File: src/rtl/tp_mux_sched_if.sv
// Debug test-point bus bundle: group inputs, JTAG-sourced settings and the
// registered test-point outputs of tp_mux_sched.
interface tp_mux_sched_if #(
    parameter int NGRP    = 4,
    parameter int W       = 16,
    parameter int DWELL_W = 16
);
    logic [NGRP*W-1:0]  GRP_DATA;
    logic [1:0]         MODE;
    logic [2:0]         SEL_GRP;
    logic [DWELL_W-1:0] DWELL;
    logic [W-1:0]       TRIG_MASK;
    logic [W-1:0]       TRIG_VAL;
    logic               ARM;
    logic [W-1:0]       TP_OUT;
    logic [2:0]         TP_GRP;
    logic               GRP_CHG;
    logic               FROZEN;
    logic [7:0]         TRIG_CNT;

    modport master (
        output GRP_DATA, MODE, SEL_GRP, DWELL, TRIG_MASK, TRIG_VAL, ARM,
        input  TP_OUT, TP_GRP, GRP_CHG, FROZEN, TRIG_CNT
    );

    modport slave (
        input  GRP_DATA, MODE, SEL_GRP, DWELL, TRIG_MASK, TRIG_VAL, ARM,
        output TP_OUT, TP_GRP, GRP_CHG, FROZEN, TRIG_CNT
    );
endinterface

File: src/rtl/tp_mux_sched.sv
// Test-point bus scheduler: grants one debug group to the 16-bit test-point
// bus in fixed, timed round-robin or trigger-freeze mode; all outputs registered.
module tp_mux_sched #(
    parameter int NGRP    = 4,
    parameter int W       = 16,
    parameter int DWELL_W = 16
) (
    input  logic           CLK,
    input  logic           RST_B,
    tp_mux_sched_if.slave  bus
);
    typedef enum logic [2:0] {
        S_OFF,
        S_FIXED,
        S_ROTATE,
        S_ARMED,
        S_FROZEN
    } state_t;

    localparam logic [3:0] NGRP_L   = 4'(NGRP);
    localparam logic [2:0] LAST_GRP = 3'(NGRP - 1);

    state_t             r_state;
    logic [W-1:0]       r_tp_out;
    logic [2:0]         r_tp_grp;
    logic               r_grp_chg;
    logic               r_frozen;
    logic [7:0]         r_trig_cnt;
    logic [DWELL_W-1:0] r_dwell;

    state_t             w_nxt_state;
    logic [W-1:0]       w_nxt_out;
    logic [2:0]         w_nxt_grp;
    logic [7:0]         w_nxt_cnt;
    logic [DWELL_W-1:0] w_nxt_dwell;
    logic [2:0]         w_sel;
    logic [2:0]         w_step_grp;
    logic [W-1:0]       w_sel_data;
    logic [DWELL_W-1:0] w_reload;
    logic               w_match;

    // Explicit mux avoids indexing a NGRP-entry bus with a wider 3-bit select.
    function automatic logic [W-1:0] pick(input logic [2:0] idx);
        logic [W-1:0] v;
        v = '0;
        for (int g = 0; g < NGRP; g++) begin
            if (idx == 3'(g)) v = bus.GRP_DATA[g*W +: W];
        end
        return v;
    endfunction

    assign w_sel      = ({1'b0, bus.SEL_GRP} < NGRP_L) ? bus.SEL_GRP : 3'd0;
    assign w_sel_data = pick(w_sel);
    assign w_step_grp = (r_tp_grp == LAST_GRP) ? 3'd0 : r_tp_grp + 3'd1;
    assign w_reload   = (bus.DWELL == '0) ? '0 : bus.DWELL - DWELL_W'(1);
    assign w_match    = ((w_sel_data ^ bus.TRIG_VAL) & bus.TRIG_MASK) == '0;

    always_comb begin
        w_nxt_state = r_state;
        w_nxt_out   = r_tp_out;
        w_nxt_grp   = r_tp_grp;
        w_nxt_cnt   = r_trig_cnt;
        w_nxt_dwell = r_dwell;
        case (bus.MODE)
            2'd0: begin
                w_nxt_state = S_FIXED;
                w_nxt_grp   = w_sel;
                w_nxt_out   = w_sel_data;
            end
            2'd1: begin
                w_nxt_state = S_ROTATE;
                if (r_state != S_ROTATE) begin
                    w_nxt_grp   = 3'd0;
                    w_nxt_out   = pick(3'd0);
                    w_nxt_dwell = w_reload;
                end else if (r_dwell == '0) begin
                    w_nxt_grp   = w_step_grp;
                    w_nxt_out   = pick(w_step_grp);
                    w_nxt_dwell = w_reload;
                end else begin
                    w_nxt_out   = pick(r_tp_grp);
                    w_nxt_dwell = r_dwell - DWELL_W'(1);
                end
            end
            2'd2: begin
                if (r_state == S_FROZEN) begin
                    // Hold everything until an ARM pulse releases the freeze.
                    if (bus.ARM) begin
                        w_nxt_state = S_ARMED;
                        w_nxt_grp   = w_sel;
                        w_nxt_out   = w_sel_data;
                    end
                end else begin
                    w_nxt_state = S_ARMED;
                    w_nxt_grp   = w_sel;
                    w_nxt_out   = w_sel_data;
                    // ARM restarts arming and wins over a same-cycle match.
                    if (r_state == S_ARMED && !bus.ARM && w_match) begin
                        w_nxt_state = S_FROZEN;
                        w_nxt_cnt   = (r_trig_cnt == 8'hFF) ? r_trig_cnt
                                                            : r_trig_cnt + 8'd1;
                    end
                end
            end
            default: begin
                w_nxt_state = S_OFF;
                w_nxt_out   = '0;
            end
        endcase
    end

    always_ff @(posedge CLK or negedge RST_B) begin
        if (!RST_B) begin
            r_state    <= S_OFF;
            r_tp_out   <= '0;
            r_tp_grp   <= 3'd0;
            r_grp_chg  <= 1'b0;
            r_frozen   <= 1'b0;
            r_trig_cnt <= 8'd0;
            r_dwell    <= '0;
        end else begin
            r_state    <= w_nxt_state;
            r_tp_out   <= w_nxt_out;
            r_tp_grp   <= w_nxt_grp;
            r_grp_chg  <= (w_nxt_grp != r_tp_grp);
            r_frozen   <= (w_nxt_state == S_FROZEN);
            r_trig_cnt <= w_nxt_cnt;
            r_dwell    <= w_nxt_dwell;
        end
    end

    assign bus.TP_OUT   = r_tp_out;
    assign bus.TP_GRP   = r_tp_grp;
    assign bus.GRP_CHG  = r_grp_chg;
    assign bus.FROZEN   = r_frozen;
    assign bus.TRIG_CNT = r_trig_cnt;
endmodule

File: src/flat_wrapper.sv
// flat-port wrapper written by rule: the top's interface ports become plain ports
module tp_mux_sched_flat 
#(
    parameter int NGRP    = 4,
    parameter int W       = 16,
    parameter int DWELL_W = 16
)
  (CLK, RST_B, bus_GRP_DATA, bus_MODE, bus_SEL_GRP, bus_DWELL, bus_TRIG_MASK, bus_TRIG_VAL, bus_ARM, bus_TP_OUT, bus_TP_GRP, bus_GRP_CHG, bus_FROZEN, bus_TRIG_CNT);
  tp_mux_sched_if #(.NGRP(NGRP), .W(W), .DWELL_W(DWELL_W)) bus_i ();
  input  logic CLK;
  input  logic RST_B;
  input wire logic [$bits(bus_i.GRP_DATA)-1:0] bus_GRP_DATA;
  input wire logic [$bits(bus_i.MODE)-1:0] bus_MODE;
  input wire logic [$bits(bus_i.SEL_GRP)-1:0] bus_SEL_GRP;
  input wire logic [$bits(bus_i.DWELL)-1:0] bus_DWELL;
  input wire logic [$bits(bus_i.TRIG_MASK)-1:0] bus_TRIG_MASK;
  input wire logic [$bits(bus_i.TRIG_VAL)-1:0] bus_TRIG_VAL;
  input wire logic [$bits(bus_i.ARM)-1:0] bus_ARM;
  output wire logic [$bits(bus_i.TP_OUT)-1:0] bus_TP_OUT;
  output wire logic [$bits(bus_i.TP_GRP)-1:0] bus_TP_GRP;
  output wire logic [$bits(bus_i.GRP_CHG)-1:0] bus_GRP_CHG;
  output wire logic [$bits(bus_i.FROZEN)-1:0] bus_FROZEN;
  output wire logic [$bits(bus_i.TRIG_CNT)-1:0] bus_TRIG_CNT;
  assign bus_i.GRP_DATA = bus_GRP_DATA;
  assign bus_i.MODE = bus_MODE;
  assign bus_i.SEL_GRP = bus_SEL_GRP;
  assign bus_i.DWELL = bus_DWELL;
  assign bus_i.TRIG_MASK = bus_TRIG_MASK;
  assign bus_i.TRIG_VAL = bus_TRIG_VAL;
  assign bus_i.ARM = bus_ARM;
  assign bus_TP_OUT = bus_i.TP_OUT;
  assign bus_TP_GRP = bus_i.TP_GRP;
  assign bus_GRP_CHG = bus_i.GRP_CHG;
  assign bus_FROZEN = bus_i.FROZEN;
  assign bus_TRIG_CNT = bus_i.TRIG_CNT;
  tp_mux_sched #(.NGRP(NGRP), .W(W), .DWELL_W(DWELL_W)) u_core (.CLK(CLK), .RST_B(RST_B), .bus(bus_i));
endmodule
File: config.mk
export PLATFORM = sky130hd
export DESIGN_NAME = tp_mux_sched_flat
export DESIGN_NICKNAME = d
export VERILOG_FILES = /design/src/rtl/tp_mux_sched_if.sv /design/src/rtl/tp_mux_sched.sv /design/src/flat_wrapper.sv
export SDC_FILE = /design/constraint.sdc
export NUM_CORES = 1
export LEC_CHECK = 0
export ABC_AREA = 1
export BUFFER_PORTS_ARGS = -buffer_cell sky130_fd_sc_hd__clkbuf_2
export CORE_ASPECT_RATIO = 0.75
export CORE_MARGIN = 2
export CORE_UTILIZATION = 55
export DETAILED_ROUTE_END_ITERATION = 6
export PLACE_DENSITY = 0.84
export SETUP_SLACK_MARGIN = 0.15
export SLEW_MARGIN = 20
export SYNTH_ARGS = -nofsm -noshare
export SYNTH_HDL_FRONTEND = slang
export SYNTH_SLANG_ARGS = --single-unit
File: constraint.sdc
create_clock -name CLK -period 5.94 [get_ports CLK]
set_clock_uncertainty 0.05 [all_clocks]
set_input_delay 0.594 -clock CLK [delete_from_list [all_inputs] [get_ports CLK]]
set_output_delay 0.594 -clock CLK [all_outputs]
set_load 0.05 [all_outputs]
# Yosys cells after proc, flatten, opt, wreduce, memory -nomap -nowiden
# Cells that the tools add are included.
# Widths: inputs -> output; s select.
dict set report totals {
  inputBits 120
  out_inout_bits 29
  elab_cells 76
  n_memories 0
  ramBits 0
  latch_bits 0
  ff_bits 48
  mem_bits_ro 0
}
dict set report op_classes {
  n_shift 0
  reduce_logical 11
  n_div 0
  order_cmp 1
  multipliers 0
  bitwise 4
  n_mux 31
  eq_ne 18
  n_addsub 4
}
# operator count
set ops {}
lappend ops {{$mux 16} 19}
lappend ops {{$logic_not 16->1} 3}
lappend ops {{$pmux 16 s3} 1}
lappend ops {{$sub 16x1->16 const B} 2}
lappend ops {{$mux 3} 9}
lappend ops {{$eq 3x2->1 const B} 7}
lappend ops {{$pmux 3 s3} 2}
lappend ops {{$and 16x16->16} 1}
lappend ops {{$xor 16x16->16} 1}
lappend ops {{$eq 3x1->1 const B} 3}
lappend ops {{$logic_not 3->1} 3}
lappend ops {{$add 8x1->8 const B} 1}
lappend ops {{$eq 8x8->1 const B} 1}
lappend ops {{$eq 3x3->1 const B} 2}
lappend ops {{$reduce_and 4->1} 1}
lappend ops {{$add 3x1->3 const B} 1}
lappend ops {{$lt 3x3->1 const B} 1}
lappend ops {{$ne 3x2->1 const B} 1}
lappend ops {{$ne 3x3->1} 1}
lappend ops {{$ne 3x3->1 const B} 1}
lappend ops {{$eq 2x1->1 const B} 1}
lappend ops {{$eq 2x2->1 const B} 1}
lappend ops {{$logic_and 1x1->1} 2}
lappend ops {{$logic_not 2->1} 1}
lappend ops {{other kinds (2)} 3}

# Depth between registers and ports, before layout
dict set report logic_depth {
  ltp_word 15
  mapped_depth 16
  ltp_nobuf 16
}

# Worst setup path after synthesis
# OpenSTA, ideal clock, no wires.
dict set report synth_timing {
  path_type {register to register}
  startpoint {register u_core.r_tp_grp[0], in the netlist u_core.bus.TP_GRP[0]}
  endpoint {register u_core.r_tp_out[6], in the netlist u_core.bus.TP_OUT[6]}
  slack_ns 3.361
  setup_ns 0.077
  path_buffers 1
  arrival_time_ns 2.451
  stages_incl_launch_ff 14
  required_time_ns 5.813
  synth_period_minus_slack_ns 2.579
  path_cell_list {dfrtp_1 inv_1 ha_1 inv_1 nor2_1 nand3_1 inv_1 clkbuf_1 a21oi_1 nand2_1 nand3_1 nand2_1 nand2_1 a21oi_1}
}
dict set report synth_via {
  elab_chain_len 10
  elab_cells_between_ends 21
  classes_between {add/sub (1); eq/ne (6); mux (12); reduce/logical (2)}
}
# element line_no
set synth_lines {}
lappend synth_lines {{from (decl)} tp_mux_sched.sv:25} ;# logic [2:0] r_tp_grp;
lappend synth_lines {{from (signal assigned)} tp_mux_sched.sv:124} ;# r_tp_grp <= w_nxt_grp;
lappend synth_lines {{$add 3x1->3 / $eq 3x2->1 (equally long branches)} {tp_mux_sched.sv:54, tp_mux_sched.sv:47}}
lappend synth_lines {{$mux 3} tp_mux_sched.sv:54} ;# assign w_step_grp = (r_tp_grp == LAST_GRP) ? 3'd0 : r_tp_grp + 3'd1;
lappend synth_lines {{$logic_not 3->1} tp_mux_sched.sv:47} ;# if (idx == 3'(g)) v = bus.GRP_DATA[g*W +: W];
lappend synth_lines {{$mux 16 (4 in series)} tp_mux_sched.sv:47}
lappend synth_lines {{$mux 16 *} tp_mux_sched.sv:76} ;# end else if (r_dwell == '0) begin
lappend synth_lines {{$mux 16 *} tp_mux_sched.sv:72} ;# if (r_state != S_ROTATE) begin
lappend synth_lines {{$pmux 16 s3 *} tp_mux_sched.sv:64} ;# case (bus.MODE)
lappend synth_lines {{to (signal assigned)} tp_mux_sched.sv:123} ;# r_tp_out <= w_nxt_out;
lappend synth_lines {{to (decl)} tp_mux_sched.sv:24} ;# logic [W-1:0] r_tp_out;
# Mark *: on every way between the ends. The rest lies on a longest branch, timed or not.
# A chain may end at the register's enable or synchronous reset.

# Final worst setup path
dict set report layout_timing {
  startpoint {register u_core.r_dwell[0]}
  endpoint {register u_core.r_tp_out[10], in the netlist u_core.bus.TP_OUT[10]}
}
dict set report layout_via {
  elab_chain_len 4
}
# element line_no
set layout_lines {}
lappend layout_lines {{from (decl)} tp_mux_sched.sv:29} ;# logic [DWELL_W-1:0] r_dwell;
lappend layout_lines {{from (signal assigned)} tp_mux_sched.sv:128} ;# r_dwell <= w_nxt_dwell;
lappend layout_lines {{$logic_not 16->1} tp_mux_sched.sv:76}
lappend layout_lines {{$mux 16} tp_mux_sched.sv:76}
lappend layout_lines {{$mux 16} tp_mux_sched.sv:72}
lappend layout_lines {{$pmux 16 s3} tp_mux_sched.sv:64}
# No other way between the ends.

==> impl_metrics.json <==
{
  "status": "finished, violations left",
  "failed_checks": "DRC",
  "p_clk_share_pct": 28.3,
  "dieHeight_microns": 88.1,
  "cts.htree.levels": 2,
  "gp_congestion": 1.05,
  "antennaDiodeCount": 0,
  "syn_area_sq_um": 5190,
  "layout-drive-gt1-share_pct": 16.9,
  "detail_route.wl_per_cell_microns": 16.3,
  "async_reset_ff_share_pct": 100,
  "ys_ff_latch": 48,
  "dr.pass1.iters": 7,
  "post_synth_fa_ha_maj_area_fraction_pct": 1.69,
  "post-cts-setup-buffers": 0,
  "vias_in_the_first_global_route": 6205,
  "finalSetupTns_ps": 0,
  "grt.total_usage_pct": 37.0,
  "drc_errors": 17,
  "clk_latency_ps": 300,
  "die_x_microns": 116,
  "io-pin-count": 149,
  "pwr-share-comb_pct": 39.9,
  "worstSetupStartpointType": "flop",
  "initial_core_utilization_pct": 56.9,
  "routed-via-count": 6843,
  "clock_tree.root_cell": "clkbuf_16",
  "grt-busiest-layer": "met2",
  "met2_usage_pct": 54.9,
  "holdBufCountCts": 0,
  "synth_top_family_by_area": "simple AND/OR/NAND/NOR gates",
  "clock_sink_count": 48,
  "finish.net_count": 1151,
  "required_ps": 6130,
  "number_of_synthesized_flops_with_an_enable_pin": 0,
  "cts-resized-gates": 0,
  "die-area_sq_um": 10200,
  "met3_grt_util_pct": 9.20,
  "drt_first_iter_violations": 916,
  "area_delta_synth_final_pct": 19.0,
  "grt_antenna_before_repair": 0,
  "grt_first_pass_wirelength_microns": 29400,
  "ff2ff_setup_slack_ps": 1630,
  "ys_seq_area_share_pct": 23.2,
  "worst-endpoint-arrival_ps": 4500,
  "routed_antenna_nets": 0,
  "worst_hold_slack_ps": 355,
  "synth_simple_gate_area_share_pct": 38.0,
  "tritoncts": "done",
  "tightest_slew_ps": 1010,
  "critical_path_peak_fanout": 29,
  "irDropWorstVdd_uv": 137,
  "finalWirelength_microns": 18800,
  "synthesis.nets": 1026,
  "switching_share_pct": 41.0,
  "setup-violations-final": 0,
  "max-slew-margin-rel_pct": 32.4,
  "muxShareOfSynthArea_pct": 0,
  "pins_over_their_slew_limit": 0,
  "synthDistinctLibCells": 35,
  "route.detailed.vias_per_inst": 5.93,
  "leakagePower_nw": 3.34,
  "cts_made_buffers": 5,
  "power.internal_w": 0.000721,
  "postSynthAreaPerCell_sq_um": 5.77,
  "path_class": "flop to flop",
  "critical_path.endpoint_type": "flop",
  "timing.final.crit_period_ps": 4310,
  "globalRouteOverflowTotal": 0,
  "reg2reg_depth": 14,
  "maxClockFrequency_ghz": 0.232,
  "global_route.usage.met1_pct": 50.9,
  "clk_path_buf_depth": 2,
  "coreArea_sq_um": 9120,
  "max_cap_viol_count": 0,
  "power.density_cell_area_nw_per_um2": 198,
  "dp_hpwl_microns": 13800,
  "switchingPower_w": 0.000501,
  "finalCritPeriodShare_pct": 72.6,
  "worst_setup_hold_path_clk_slew_ps": 70,
  "netlist_instances": 899,
  "port_buffers": 148,
  "synth_flop_cell": "dfrtp_1",
  "rows": 30,
  "grt_max_degree": 49,
  "hold_class": "input port to async pin",
  "power_frac_seq_pct": 31.8,
  "synthesis.yosys.warnings": 0,
  "synth-xor-area-share_pct": 4.39,
  "synth-compound-area-share_pct": 21.8,
  "final-hold-violation-count": 0,
  "rsz0062_at_grt": "false"
}
-- cell families (layout without fill, tap and decap cells) --
logic type	Yosys count	in the layout
adder cells (fa/ha/maj)	7	7
AND/OR/NAND/NOR	467	467
buffers and inverters	150	276
AO/OA/AOI/OAI	201	201
XOR/XNOR	26	26
flip-flops	48	48
-- state kept, by name, indices dropped and copies added (netlist names) --
register,flops
u_core.bus.TRIG_CNT,8
u_core.bus.TP_GRP,3
u_core.r_state,3
u_core.bus.TP_OUT,16
u_core.r_dwell,16
u_core.bus.FROZEN,1
u_core.bus.GRP_CHG,1
-- cell usage after synthesis, drive strengths merged, types with 2 or more instances --
master | n | area share, %
a21oi | 68 | 6.6
a31oi | 8 | 0.97
buf | 7 | 0.63
clkbuf | 28 | 2.0
clkinv | 2 | 0.14
dfrtp | 48 | 23
ha | 7 | 1.7
inv | 113 | 8.2
nand2 | 250 | 18
nand3 | 90 | 8.9
nand3b | 3 | 0.43
nand4 | 13 | 1.6
nor2 | 91 | 7.0
nor3 | 17 | 1.6
o2111ai | 2 | 0.34
o211ai | 21 | 3.0
o21ai | 75 | 7.2
o221ai | 5 | 0.84
o22ai | 18 | 2.2
or2 | 2 | 0.24
xnor2 | 5 | 0.84
xor2 | 21 | 3.5
-- per-layer routing --
layer | wire (microns) | vias up
met5 | 0 | -
met4 | 681 | 0
met3 | 2720 | 86
met2 | 7720 | 536
met1 | 7710 | 2986
li1 | - | 3235
-- worst max-delay path, stage by stage (launching register included) --
cell	delay (ps)
dfrtp_1	380
inv_1	110
ha_1	190
nand3_1	130
nor2_1	270
nand2_1	110
inv_1	100
nand3b_1	660
nand2_1	1080
inv_1	590
nand3_1	240
nand3_1	100
o21ai_0	80
nand2_1	70
nand2_1	70
-- final cells by class --
type	instances	area (sq um)
fillers	873	2950
multi-input cells	701	3420
clock inverters	2	38.8
flip-flops and latches	48	1200
well taps	128	160
inverters	115	432
repair buffers	153	778
clock buffers	6	139
-- final timing paths --
check	from	endpoint
min reg2reg	u_core.bus.TP_OUT[15]	u_core.bus.TP_OUT[15]
min	RST_B	u_core.r_dwell[1]
max	u_core.r_dwell[0]	u_core.bus.TP_OUT[10]
max in group asynchronous	RST_B	u_core.bus.TP_OUT[4]
max reg2reg	u_core.r_dwell[0]	u_core.bus.TP_OUT[10]
min in group CLK	u_core.bus.TP_OUT[15]	u_core.bus.TP_OUT[15]
-- power groups by stage --
stage	registers, W	logic, W	clock network, W
global placement	0.000393	0.000462	0
global route	0.000393	0.000535	0.000362
floorplan	0.000441	0.000266	0
detailed placement	0.000394	0.000468	0
CTS	0.000388	0.000471	0.000346
finish	0.000389	0.000487	0.000346
-- metrics by stage --
stage | cell area, sq um | total power [W] | setup slack (ps) | utilization, % | std cells
6_report | 6170 | 0.00122 | 1630 | 67.6 | 1153
5_1_grt | 6170 | 0.00129 | 1390 | 67.6 | 1153
4_1_cts | 6170 | 0.00120 | 1900 | 67.6 | 1153
3_5_place_dp | 5990 | 0.000861 | 1950 | 65.7 | 1145
3_3_place_gp | 5990 | 0.000855 | 2080 | 65.7 | 1145
2_1_floorplan | 5190 | 0.000706 | 3360 | - | 899
-- placed cells by master, fill, tap and decap left out, drive strengths merged, types with 21 or more instances in the layout --
cell type  synthesis  routed
xor2              21      21
nor2              91      91
dfrtp             48      48
inv              113     113
clkbuf            28     154
o21ai             75      75
nand2            250     250
nand3             90      90
o211ai            21      21
a21oi             68      68
Power figures use the tool's default switching activity.
